[src/rtl/afe_buf_wr_arbiter.sv]
// afe_buf_wr_arbiter: round-robin arbiter for the shared AFE sample buffer write port
// with a programmable grant watchdog that reclaims the port from silent requesters.
module afe_buf_wr_arbiter #(
   parameter int NUM_ADCS = 4,
   parameter int ID_WIDTH = $clog2(NUM_ADCS),
   parameter int TO_WIDTH = 8
) (
   input  logic                clk_i,
   input  logic                rst_i,
   input  logic                en_i,
   input  logic [NUM_ADCS-1:0] req_i,
   input  logic [NUM_ADCS-1:0] grant_ack_i,
   input  logic [TO_WIDTH-1:0] timeout_lim_i,
   output logic [NUM_ADCS-1:0] grant_o,
   output logic [ID_WIDTH-1:0] grant_id_o,
   output logic                busy_o,
   output logic                timeout_evt_o,
   output logic [ID_WIDTH-1:0] timeout_id_o
);
   typedef enum logic {S_IDLE, S_GRANT} state_t;
   state_t              r_state;
   logic [ID_WIDTH-1:0] r_ptr;
   logic [TO_WIDTH-1:0] r_cnt;
   logic [ID_WIDTH-1:0] w_win;
   logic [ID_WIDTH-1:0] w_next_ptr;
   logic                w_ack;
   logic                w_req;
   logic                w_to;
   logic                w_rel;
   // scan downward so the requester closest above the pointer is written last and wins
   always_comb begin
      w_win = '0;
      for (int k = NUM_ADCS - 1; k >= 0; k--)
         if (req_i[ID_WIDTH'((int'(r_ptr) + k) % NUM_ADCS)])
            w_win = ID_WIDTH'((int'(r_ptr) + k) % NUM_ADCS);
   end
   assign w_next_ptr = (int'(grant_id_o) == NUM_ADCS - 1) ? '0 : grant_id_o + ID_WIDTH'(1);
   assign w_ack      = grant_ack_i[grant_id_o];
   assign w_req      = req_i[grant_id_o];
   assign w_to       = (timeout_lim_i != '0) && (r_cnt == timeout_lim_i - TO_WIDTH'(1));
   assign w_rel      = w_ack || !w_req || w_to;
   always_ff @(posedge clk_i) begin
      if (rst_i) begin
         r_state       <= S_IDLE;
         r_ptr         <= '0;
         r_cnt         <= '0;
         grant_o       <= '0;
         grant_id_o    <= '0;
         busy_o        <= 1'b0;
         timeout_evt_o <= 1'b0;
         timeout_id_o  <= '0;
      end else begin
         timeout_evt_o <= 1'b0;
         if (r_state == S_IDLE) begin
            if (en_i && |req_i) begin
               grant_o    <= NUM_ADCS'(1) << w_win;
               grant_id_o <= w_win;
               busy_o     <= 1'b1;
               r_cnt      <= '0;
               r_state    <= S_GRANT;
            end
         end else if (w_rel) begin
            grant_o <= '0;
            busy_o  <= 1'b0;
            r_ptr   <= w_next_ptr;
            r_state <= S_IDLE;
            // only a pure watchdog expiry is reported; ack or withdrawal take precedence
            if (!w_ack && w_req) begin
               timeout_evt_o <= 1'b1;
               timeout_id_o  <= grant_id_o;
            end
         end else if (r_cnt != '1) begin
            r_cnt <= r_cnt + TO_WIDTH'(1);
         end
      end
   end
endmodule

[config.mk]
export PLATFORM = sky130hd
export DESIGN_NAME = afe_buf_wr_arbiter
export DESIGN_NICKNAME = d
export VERILOG_FILES = /design/src/rtl/afe_buf_wr_arbiter.sv
export SDC_FILE = /design/constraint.sdc
export NUM_CORES = 1
export LEC_CHECK = 0
export BUFFER_PORTS_ARGS = -buffer_cell sky130_fd_sc_hd__buf_2
export CAP_MARGIN = 20
export CORE_UTILIZATION = 58
export CTS_CLUSTER_DIAMETER = 50
export DETAILED_ROUTE_END_ITERATION = 10
export PLACE_DENSITY = 0.85
export SETUP_SLACK_MARGIN = 0.3
export SYNTH_ARGS = -nofsm -noshare
export SYNTH_HDL_FRONTEND = slang
export SYNTH_SLANG_ARGS = --single-unit
[constraint.sdc]
create_clock -name clk_i -period 5.6 [get_ports clk_i]
set_input_delay 1.68 -clock clk_i [delete_from_list [all_inputs] [get_ports clk_i]]
set_output_delay 1.68 -clock clk_i [all_outputs]
set_load 0.1 [all_outputs]
Word level (Yosys, flattened, before mapping)
Cells that the tools add are included.
Word-level totals
  bits in registers: 21
  bits of input ports: 19
  output and inout bits: 10
  logic and storage cells: 79
Cells by class
  $add $sub $neg: 6
  magnitude comparators: 5
  equal/unequal tests: 6
  shift-type cells: 1
  multiplexer cells: 35
  bitwise gates (word level): 2
  reduce and logical (&&, ||, !) cells: 16
Operators by type and width (count)
  $mux 8: 4
  $mux 1: 17
  $lt 2x4->1 const B: 4
  $bmux 1 s2: 6
  $mux 4: 3
  $mux 2: 5
  $add 8x1->8 const B: 1
  $eq 8x8->1: 1
  $ne 8x8->1 const B: 1
  $reduce_bool 8->1: 1
  $sub 8x1->8 const B: 1
  $reduce_and 2->1: 3
  $reduce_and 3->1: 2
  $add 2x1->2 const B: 2
  $add 2x2->2 const B: 2
  $ne 2x1->1 const B: 2
  $reduce_or 4->1: 1
  $shl 1x2->4 const A: 1
  $logic_and 1x1->1: 3
  $lt 2x3->1 const B: 1
  $reduce_or 3->1: 1
  $eq 2x1->1 const B: 1
  $logic_not 1->1: 2
  $logic_or 1x1->1: 2
  3 further kinds: 4

Longest topological paths before layout
Gate-level depths: netlist of run 1.
  depth in word-level cells: 11
  gate-level depth with buffers: 9
  gate-level depth less buffers: 8

Worst setup path before layout of run 1
No wires, ideal clock.
  path kind: input -> register
  start: input port timeout_lim_i[0]
  end: register r_cnt[7]
  library setup time: 0.070 ns
  arrival: 3.683 ns
  data required time: 5.530 ns
  setup slack: 1.847 ns
  stages: 9
  buffers on the path: 1
  cells stage by stage: inv_1 ha_1 or3b_1 or3b_4 a2bb2oi_4 nor4_2 buf_6 or4_1 a21oi_1
Between the ends
  longest elaborated chain between the ends: 6
  elaborated cells on any way between the ends: 7
  those cells by class: 1 x add/sub; 2 x eq/ne; 4 x reduce/logical
Ends and longest elaborated chain
  start: declaration: line 13  | input logic [TO_WIDTH-1:0] timeout_lim_i,
  $sub 8x1->8: line 40  | assign w_to = (timeout_lim_i != '0) && (r_cnt == timeout_lim_i - TO_WIDTH'(1));
  $eq 8x8->1: line 40
  $logic_and 1x1->1 *: line 40
  $logic_or 1x1->1 *: line 41  | assign w_rel = w_ack || !w_req || w_to;
  $ne 2x2->1 (no source line) *
  $reduce_and 3->1 (no source line) *
  end signal: assignment: line 73  | r_cnt <= r_cnt + TO_WIDTH'(1);
  end: declaration: line 23  | logic [TO_WIDTH-1:0] r_cnt;
Every way passes the cells marked *; elsewhere a longest branch is shown, timed or not.
A chain may end at the register's enable or synchronous reset.

Final worst setup path of run 1
  start: input port timeout_lim_i[0]
  end: register r_cnt[6]
Same word-level chain as after synthesis.

==> results.yml, run 1 <==
flow_run:
  drv_cap: 0
finish:
  diodes: 0
  finalNetCount: 219
  synthToLayoutAreaGrowth_pct: 11.1
  final_cell_mix: "buf_2 (28), dfxtp_1 (21), a21oi_1 (16), nor2_1 (16), nand2_1 (15)"
  drive_gt1_share_pct: 24.0
  final_util_pct: 69.9
  final_common_cell: "buf_2"
sta:
  slew_headroom_pct: 37.9
  finalWorstSetupSlack_ns: 1.83
  fin_tns_setup_ns: 0
  fin_crit_ns: 3.77
  maxSlewViolCount: 0
  max_freq_mhz: 265
  tightest_slew_ns: 0.924
  period_share_pct: 67.4
  skew_ns: 0.00283
  hold_slack_ns: 0.483
  hold_viol_final: 0
  finalSetupViolCount: 0
  rsz0062_at_grt: "false"
die:
  io_pins: 29
  core.rowCount: 17
  initial_utilization_pct: 62.9
  coreArea_um2: 2250
  die_x_um: 51.4
  die_area_um2: 2650
  die_h_um: 51.4
clock_network:
  cts-root-buf: "clkbuf_4"
  clock_sinks: 21
  clk_pin_slew_ns: 0.12
  max-clock-path-buffers: 2
  cts_tree: "yes"
  cts_made_buffers: 3
  clk_latency_ns: 0.32
  htreeDepth: 1
  ctsHoldBuffers: 0
  post_cts_buffers: 0
  cts_resized: 0
pwr:
  leakagePower_nw: 0.600
  p_per_area_nw_per_um2: 200
  vdd_drop_max_mv: 0.174
route:
  wl_per_cell_um: 15.2
  num_vias: 1426
  routed_wl_um: 3400
  ant_nets: 0
  vias_per_cell: 6.37
  route.detailed.drc: 0
  first_iter_violations: 41
  first_pass_iters: 5
hold_path:
  worstHoldPathCells: 2
  hp-class: "register to register"
critical_path:
  worstPathArrival_ns: 3.99
  critPathKind: "primary input to register"
  path_max_fanout: 11
  reg2reg_depth: 6
  end_kind: "register"
  cp-start-kind: "primary input"
  cp.required_ns: 5.82
synthesis:
  seq_area_frac_synth_pct: 29.7
  synth_fp_nets: 193
  syn_area_per_cell_um2: 8.29
  syn_inst: 171
  yosysUniqueCellTypes: 52
  yosysWarnings: 0
  synth-edff-count: 0
  ys_dominant_reg_cell: "dfxtp_1"
  ys_async_sr_fraction_pct: 0
  ys_seq_elements: 21
  syn_area_um2: 1420
grt:
  antenna_found_initial: 0
  grt_overflow: 0
  grt.total_usage_pct: 28.4
  grt_pass1_wl_um: 5690
  grt_pass1_vias: 1330
  grt_max_degree: 18
place:
  gp_congestion: 0.830
  port_buffers: 28
  dp_slack_ns: 1.55
  post-dp-hpwl_um: 2690
outcome:
  status: "finished, final reports clean"
## registers in the layout, indices dropped and copies added (netlist names)
register and count:
busy_o 1, grant_id_o 2, grant_o 4, r_cnt 8
r_ptr 2, r_state 1, timeout_evt_o 1, timeout_id_o 2
## final timing paths
path,startpoint,end,slack [ns]
max,timeout_lim_i[0],r_cnt[6],1.83
min,timeout_id_o[0],timeout_id_o[0],0.48
max reg2reg,r_cnt[5],r_cnt[6],3.03
min reg2reg,timeout_id_o[0],timeout_id_o[0],0.48
## per-layer routing
metal  routed length [µm]  part of all wire (%)  global-route usage, %
met1                 1450                    43                   33.3
met2                 1690                    50                   48.3
met3                  174                   5.1                   5.06
met4                   80                   2.4                   15.8
met5                    0                     0                      0
## critical path, stage by stage
cell	delay, ns
buf_2	0.12
inv_1	0.05
ha_1	0.23
or2b_1	0.27
o211ai_1	0.20
a31oi_2	0.17
nor4_2	0.83
nor4_1	0.16
o221a_1	0.28
## synth_stat cells (3+ instances only)
cell	instances	area, µm²
xor2_1	5	43.8
nor3_1	5	25.0
dfxtp_1	21	420
a21oi_1	16	80.1
nor2b_1	5	31.3
o22a_1	5	43.8
ha_1	3	37.5
o31ai_1	3	22.5
inv_1	5	18.8
clkbuf_1	4	15.0
mux2i_1	3	30.0
nor2_1	16	60.1
nand2_1	15	56.3
nand3_1	7	35.0
or4_1	6	45.0
nor4_1	5	31.3
o21ai_0	6	30.0
## per-stage QoR
stage | cell area [µm²] | std cells | total power, W
2_1_floorplan | 1420 | 171 | 0.000222
3_3_place_gp | 1550 | 220 | 0.000239
3_5_place_dp | 1550 | 220 | 0.000243
4_1_cts | 1580 | 224 | 0.000315
5_1_grt | 1580 | 224 | 0.000327
6_report | 1580 | 224 | 0.000316
## cell families (layout without fill, tap and decap cells)
family	after synthesis	after routing	share of synthesized area [%]
muxes	4	4	3.71
xor gates and xnor gates	7	7	4.32
DFF	21	21	29.7
AOI/OAI and AO/OA	46	46	23.8
adders and majority gates	3	3	2.65
and+or+nand+nor	78	78	31.3
buffers and inverters	12	37	4.50
## report_power, final
part	switching, W	leakage (nW)	internal (W)
logic	0.0000548	0.412	0.0000264
clock network	0.0000490	0.0177	0.0000268
registers	0.00000507	0.170	0.000154
total	0.000109	0.600	0.000207
## layout make-up
cell class | count | area, µm²
Multi-Input combinational cell | 138 | 933
Fill cell | 205 | 679
Sequential cell | 21 | 420
Timing Repair Buffer | 28 | 140
Tap cell | 28 | 35.0
Clock buffer | 3 | 22.5
Inverter | 5 | 18.8
Clock inverter | 1 | 5.00
No activity file was read; power rests on OpenSTA's default activity.
==> run 2: changes to the inputs <==
--- a/config.mk
+++ b/config.mk
@@ -7,10 +7,10 @@
 export LEC_CHECK = 0
 export BUFFER_PORTS_ARGS = -buffer_cell sky130_fd_sc_hd__buf_2
 export CAP_MARGIN = 20
-export CORE_UTILIZATION = 58
+export CORE_UTILIZATION = 54
 export CTS_CLUSTER_DIAMETER = 50
 export DETAILED_ROUTE_END_ITERATION = 10
-export PLACE_DENSITY = 0.85
+export PLACE_DENSITY = 0.8
 export SETUP_SLACK_MARGIN = 0.3
 export SYNTH_ARGS = -nofsm -noshare
 export SYNTH_HDL_FRONTEND = slang
==> constraint.sdc (replaced) <==
create_clock -name clk_i -period 3.9 [get_ports clk_i]
set_input_delay 1.17 -clock clk_i [delete_from_list [all_inputs] [get_ports clk_i]]
set_output_delay 1.17 -clock clk_i [all_outputs]
set_load 0.1 [all_outputs]
==> run 2 against run 1 <==
  * Sequential cell count unchanged
  * Design area up 0.56%
  * Global-route usage down 2.3 points
  * Non-clock buffer count up 1
  * Core utilization down 5.9 points
  * First-iteration DRC count up 46%
  * Sequential share of layout area down 0.15 points
  * Sequential power up 43%
  * Register-to-register slack worse by 1.6 ns
  * Die area up 7.1%
  * Clock-buffer cell count up 1
  * Critical endpoint is now r_cnt[4]
==> results.yml, run 2 (synthesized netlist as in run 1, its figures left out) <==
place:
  gp_congestion: 0.803
  post-dp-hpwl_um: 2710
  port_buffers: 28
  dp.cells: 223
route:
  vias_per_cell: 6.35
  routed_wl_um: 3400
  first_pass_iters: 4
  route.detailed.drc: 0
  first_iter_violations: 60
  wl_per_cell_um: 15.0
  num_vias: 1442
  ant_nets: 0
die:
  core.rowCount: 18
  coreArea_um2: 2480
  die_h_um: 53.2
  die_area_um2: 2830
  die_x_um: 53.2
  initial_utilization_pct: 57.2
  io_pins: 29
sta:
  slew_headroom_pct: 45.9
  fin_tns_setup_ns: 0
  max_freq_mhz: 310
  hold_viol_final: 0
  rsz0062_at_grt: "false"
  skew_ns: 0.00242
  maxSlewViolCount: 0
  tightest_slew_ns: 0.804
  period_share_pct: 82.6
  fin_crit_ns: 3.22
  finalSetupViolCount: 0
  hold_slack_ns: 0.492
clock_network:
  cts-root-buf: "clkbuf_4"
  clk_latency_ns: 0.31
  cts_resized: 0
  max-clock-path-buffers: 2
  post_cts_buffers: 0
  ctsHoldBuffers: 0
  clk_pin_slew_ns: 0.11
  cts_tree: "yes"
  clock_sinks: 21
  cts_made_buffers: 3
  htreeDepth: 1
finish:
  reg.largest.list: "r_cnt: 8 flops, grant_o: 4 flops"
  final_cell_count_no_fill: 227
  largest_register_ffs: 8
  seq_area_um2: 420
  finalNetCount: 220
  fillerInstances: 216
  diodes: 0
  synthToLayoutAreaGrowth_pct: 11.7
  final_cell_mix: "buf_2 (28), dfxtp_1 (21), a21oi_1 (16), nor2_1 (16), nand2_1 (15)"
  multi_input_area_um2: 933
  drive_gt1_share_pct: 23.9
  regMostFlops: "r_cnt"
  final_common_cell: "buf_2"
  final_util_pct: 63.9
grt:
  grt.total_usage_pct: 26.1
  grt_max_degree: 18
  grt_pass1_vias: 1255
  grt_pass1_wl_um: 5460
  antenna_found_initial: 0
  grt_overflow: 0
critical_path:
  reg2reg_from: "r_cnt[5]"
  r2r_slack_ns: 1.39
  cp_slowest_stage_delay_ns: 0.74
  reg2reg_depth: 6
  r2r-end: "r_cnt[4]"
  worst-path-stages: 9
  slowest_stage: "nor4_2"
  crit_buf_inv: 2
  path_delay_family: "simple AND/OR/NAND/NOR gates"
  critPathKind: "primary input to register"
  endpoint: "r_cnt[4]"
  end_kind: "register"
  critPathLaunch: "timeout_lim_i[0]"
  path_max_fanout: 11
  cp.required_ns: 4.10
  cp-start-kind: "primary input"
  path_cells: "buf_2, inv_1, ha_1, or2b_1, o211ai_1, a31oi_2, nor4_2, o311ai_0, o41ai_1"
  worstPathArrival_ns: 3.42
flow_run:
  drv_cap: 0
pwr:
  finalPower_w: 0.000449
  vdd_drop_max_mv: 0.290
  leakagePower_nw: 0.602
  p_per_area_nw_per_um2: 284
hold_path:
  hp-class: "register to register"
outcome:
  status: "finished, final reports clean"
run 2: changes by cell type in the layout (fill, tap and decap cells not counted):
cell | before | now
buf_4 | 0 | 1
clkinv_2 | 1 | 0
clkbuf_1 | 0 | 1
run 2: how the worst min path moves through the flow:
stage	cells past startpoint	start	endpoint
after floorplan	2	r_ptr[0]	r_ptr[0]
after global placement	2	timeout_id_o[1]	timeout_id_o[1]
after detailed placement	2	timeout_id_o[0]	timeout_id_o[0]
after CTS	2	timeout_id_o[0]	timeout_id_o[0]
after global routing	2	timeout_id_o[0]	timeout_id_o[0]
final	2	timeout_id_o[0]	timeout_id_o[0]
run 2: final cells by class:
cell class              instances  area share (%)
clock buffers                   4            1.66
inverters                       5            1.18
multi-input cells             138            58.9
flip-flops and latches         21            26.5
well taps                      30            2.37
repair buffers                 29            9.32
run 2: worst min-delay path: cells and delay by family (launching register included):
| kind | cells | cell delay (ns) |
|---|---|---|
| flip-flops | 1 | 0.33 |
| AO/OA/AOI/OAI | 2 | 0.13 |
run 2: power by group:
| part | internal, W | switching, W |
|---|---|---|
| clock | 0.0000400 | 0.0000635 |
| combinational | 0.0000388 | 0.0000790 |
| sequential | 0.000221 | 0.00000737 |
run 2: stage by stage:
step	setup WS [ns]	area (µm²)
floorplan	0.657	1420
global placement	0.525	1560
detailed placement	0.395	1560
CTS	0.695	1580
global route	0.495	1580
finish	0.679	1580
run 2: layer usage:
metal  vias up  track usage [%]  wire length, µm
li1        690                -                -
met1       685             33.2             1520
met2        58             45.6             1650
met3         9             2.01              169
met4         0             8.77               57
met5         -                0                0
==> run 3: changes to the inputs <==
--- a/config.mk
+++ b/config.mk
@@ -7,10 +7,10 @@
 export LEC_CHECK = 0
 export BUFFER_PORTS_ARGS = -buffer_cell sky130_fd_sc_hd__buf_2
 export CAP_MARGIN = 20
-export CORE_UTILIZATION = 54
+export CORE_UTILIZATION = 49
 export CTS_CLUSTER_DIAMETER = 50
 export DETAILED_ROUTE_END_ITERATION = 10
-export PLACE_DENSITY = 0.8
+export PLACE_DENSITY = 0.76
 export SETUP_SLACK_MARGIN = 0.3
 export SYNTH_ARGS = -nofsm -noshare
 export SYNTH_HDL_FRONTEND = slang
==> constraint.sdc (replaced) <==
create_clock -name clk_i -period 2.65 [get_ports clk_i]
set_input_delay 0.795 -clock clk_i [delete_from_list [all_inputs] [get_ports clk_i]]
set_output_delay 0.795 -clock clk_i [all_outputs]
set_load 0.1 [all_outputs]
==> run 3 against run 2 <==
  * Core utilization is 13 points higher
  * First-iteration DRC count is 45% higher
  * Non-clock buffer count is 34 higher
  * Die area is 9.8% higher
  * Via count is 13% higher
  * Design area is 33% higher
  * Setup slack worse by 0.61 ns
  * Total power is 65% higher
  * Clock skew is 0.010 ns higher
  * Final cell count is 15% higher
  * Critical path type unchanged
  * Largest power group unchanged
==> results.yml, run 3 (synthesized netlist as in run 1, its figures left out) <==
pwr:
  leakagePower_nw: 0.840
  vdd_drop_max_mv: 0.405
  p_per_area_nw_per_um2: 353
sta:
  finalSetupViolCount: 0
  max_freq_mhz: 387
  skew_ns: 0.0128
  hold_viol_final: 0
  maxSlewViolCount: 0
  rsz0062_at_grt: "true"
  fin_crit_ns: 2.59
  slew_headroom_pct: 67.6
  tightest_slew_ns: 0.490
  period_share_pct: 97.6
die:
  die_x_um: 55.8
  io_pins: 29
  coreArea_um2: 2760
  core.rowCount: 19
  die_h_um: 55.8
  initial_utilization_pct: 51.4
  die_area_um2: 3110
critical_path:
  crit_top_cell: "or3b_4"
  critPathKind: "primary input to register"
  endpoint: "r_cnt[7]"
  crit_buf_inv: 3
  r2r_slack_ns: 0.34
  path_max_fanout: 6
  path_cells: "buf_12, inv_12, ha_4, or3b_4, or3b_4, a2bb2oi_4, nor4_4, buf_4, or4_1, a21oi_1"
  cp_slowest_stage_delay_ns: 0.39
  reg2reg_from: "r_cnt[5]"
  worstPathArrival_ns: 2.84
  r2r-end: "r_cnt[5]"
  end_kind: "register"
  slowest_stage: "or3b_4"
  reg2reg_depth: 8
  cp.required_ns: 2.91
  critPathLaunch: "timeout_lim_i[1]"
  worst-path-stages: 10
  cp-start-kind: "primary input"
  path_delay_family: "simple AND/OR/NAND/NOR gates"
clock_network:
  htreeDepth: 1
  clk_latency_ns: 0.31
  cts_tree: "yes"
  ctsHoldBuffers: 0
  cts-root-buf: "clkbuf_4"
  clock_sinks: 21
  cts_made_buffers: 3
  max-clock-path-buffers: 2
  clk_pin_slew_ns: 0.12
flow_run:
  drv_cap: 0
finish:
  finalNetCount: 254
  final_cell_mix: "buf_4 (36), buf_2 (25), dfxtp_1 (20)"
  diodes: 0
  final_cell_count_no_fill: 262
  reg.largest.list: "r_cnt: 8 flops, grant_o: 4 flops"
  seq_area_um2: 422
  final_util_pct: 76.5
  synthToLayoutAreaGrowth_pct: 48.7
  largest_register_ffs: 8
  drive_gt1_share_pct: 47.6
  regMostFlops: "r_cnt"
  multi_input_area_um2: 1150
  fillerInstances: 195
  final_common_cell: "buf_4"
hold_path:
  hp-class: "register to register"
grt:
  grt_pass1_wl_um: 6440
  grt_pass1_vias: 1535
  grt_max_degree: 18
  antenna_found_initial: 0
  grt.total_usage_pct: 25.8
  grt_overflow: 0
route:
  vias_per_cell: 6.20
  routed_wl_um: 4530
  num_vias: 1624
  ant_nets: 0
  first_iter_violations: 87
  first_pass_iters: 4
  route.detailed.drc: 0
  wl_per_cell_um: 17.3
place:
  port_buffers: 28
  gp_congestion: 0.862
  dp.cells: 248
  post-dp-hpwl_um: 2970
outcome:
  status: "finished, final reports clean"
## run 3: cell types whose count changed in the layout (fill, tap and decap cells not counted), sizes merged
cell and change:
buf +34, clkbuf -1, clkinv +2, inv -1
## run 3: area by class of cell
class | count | share of cell area, %
Multi-Input combinational cell | 138 | 54.7
Timing Repair Buffer | 63 | 20.4
Sequential cell | 21 | 20.0
Tap cell | 31 | 1.84
Inverter | 5 | 1.72
Clock buffer | 3 | 1.07
Clock inverter | 1 | 0.237
## run 3: routing by layer
layer	track usage (%)	part of all wire (%)	up-vias	routed length (µm)
met5	0	0	-	0
met4	11.1	2.8	0	127
met3	2.56	4.6	15	208
met2	48.4	54	74	2430
met1	29.5	39	777	1760
li1	-	-	758	-
## run 3: worst min path at each step
stage | from | to | cells past startpoint
after detailed placement | timeout_id_o[1] | timeout_id_o[1] | 2
after CTS | timeout_id_o[1] | timeout_id_o[1] | 2
after global routing | timeout_id_o[0] | timeout_id_o[0] | 2
after floorplan | r_ptr[0] | r_ptr[0] | 2
after global placement | timeout_id_o[0] | timeout_id_o[0] | 2
final | timeout_id_o[0] | timeout_id_o[0] | 2
## run 3: tightest hold or removal path, delay by kind of cell, from the launching register on
family	cells	cell delay, ns
AO/OA/AOI/OAI	2	0.11
flip-flops	1	0.34
## run 3: timing repair
item	CTS	global route
setup endpoints to repair	18	19
pin swaps	12	18
gates resized for setup	19	30
endpoints found under the hold margin	0	0
cloned	0	0
buffers inserted	6	4
## run 3: report_power, final
group,switching (W),leakage [nW],total [W],internal [W]
Sequential,0.0000115,0.171,0.000337,0.000325
Combinational,0.000149,0.652,0.000252,0.000102
Clock,0.0000987,0.0177,0.000155,0.0000564
## run 3: metrics by stage
step / power (W) / TNS (ns) / cell area [µm²] / setup WS [ns] / hold slack, ns
after global routing: 0.000772 / 0 / 2110 / 0.0227 / 0.491
after CTS: 0.000716 / 0 / 1930 / 0.0939 / 0.490
final: 0.000743 / 0 / 2110 / 0.0649 / 0.487
after detailed placement: 0.000550 / -3.83 / 1770 / -0.352 / 0.468
after floorplan: 0.000475 / -0.118 / 1450 / -0.110 / 0.484
after global placement: 0.000542 / -2.44 / 1770 / -0.237 / 0.463
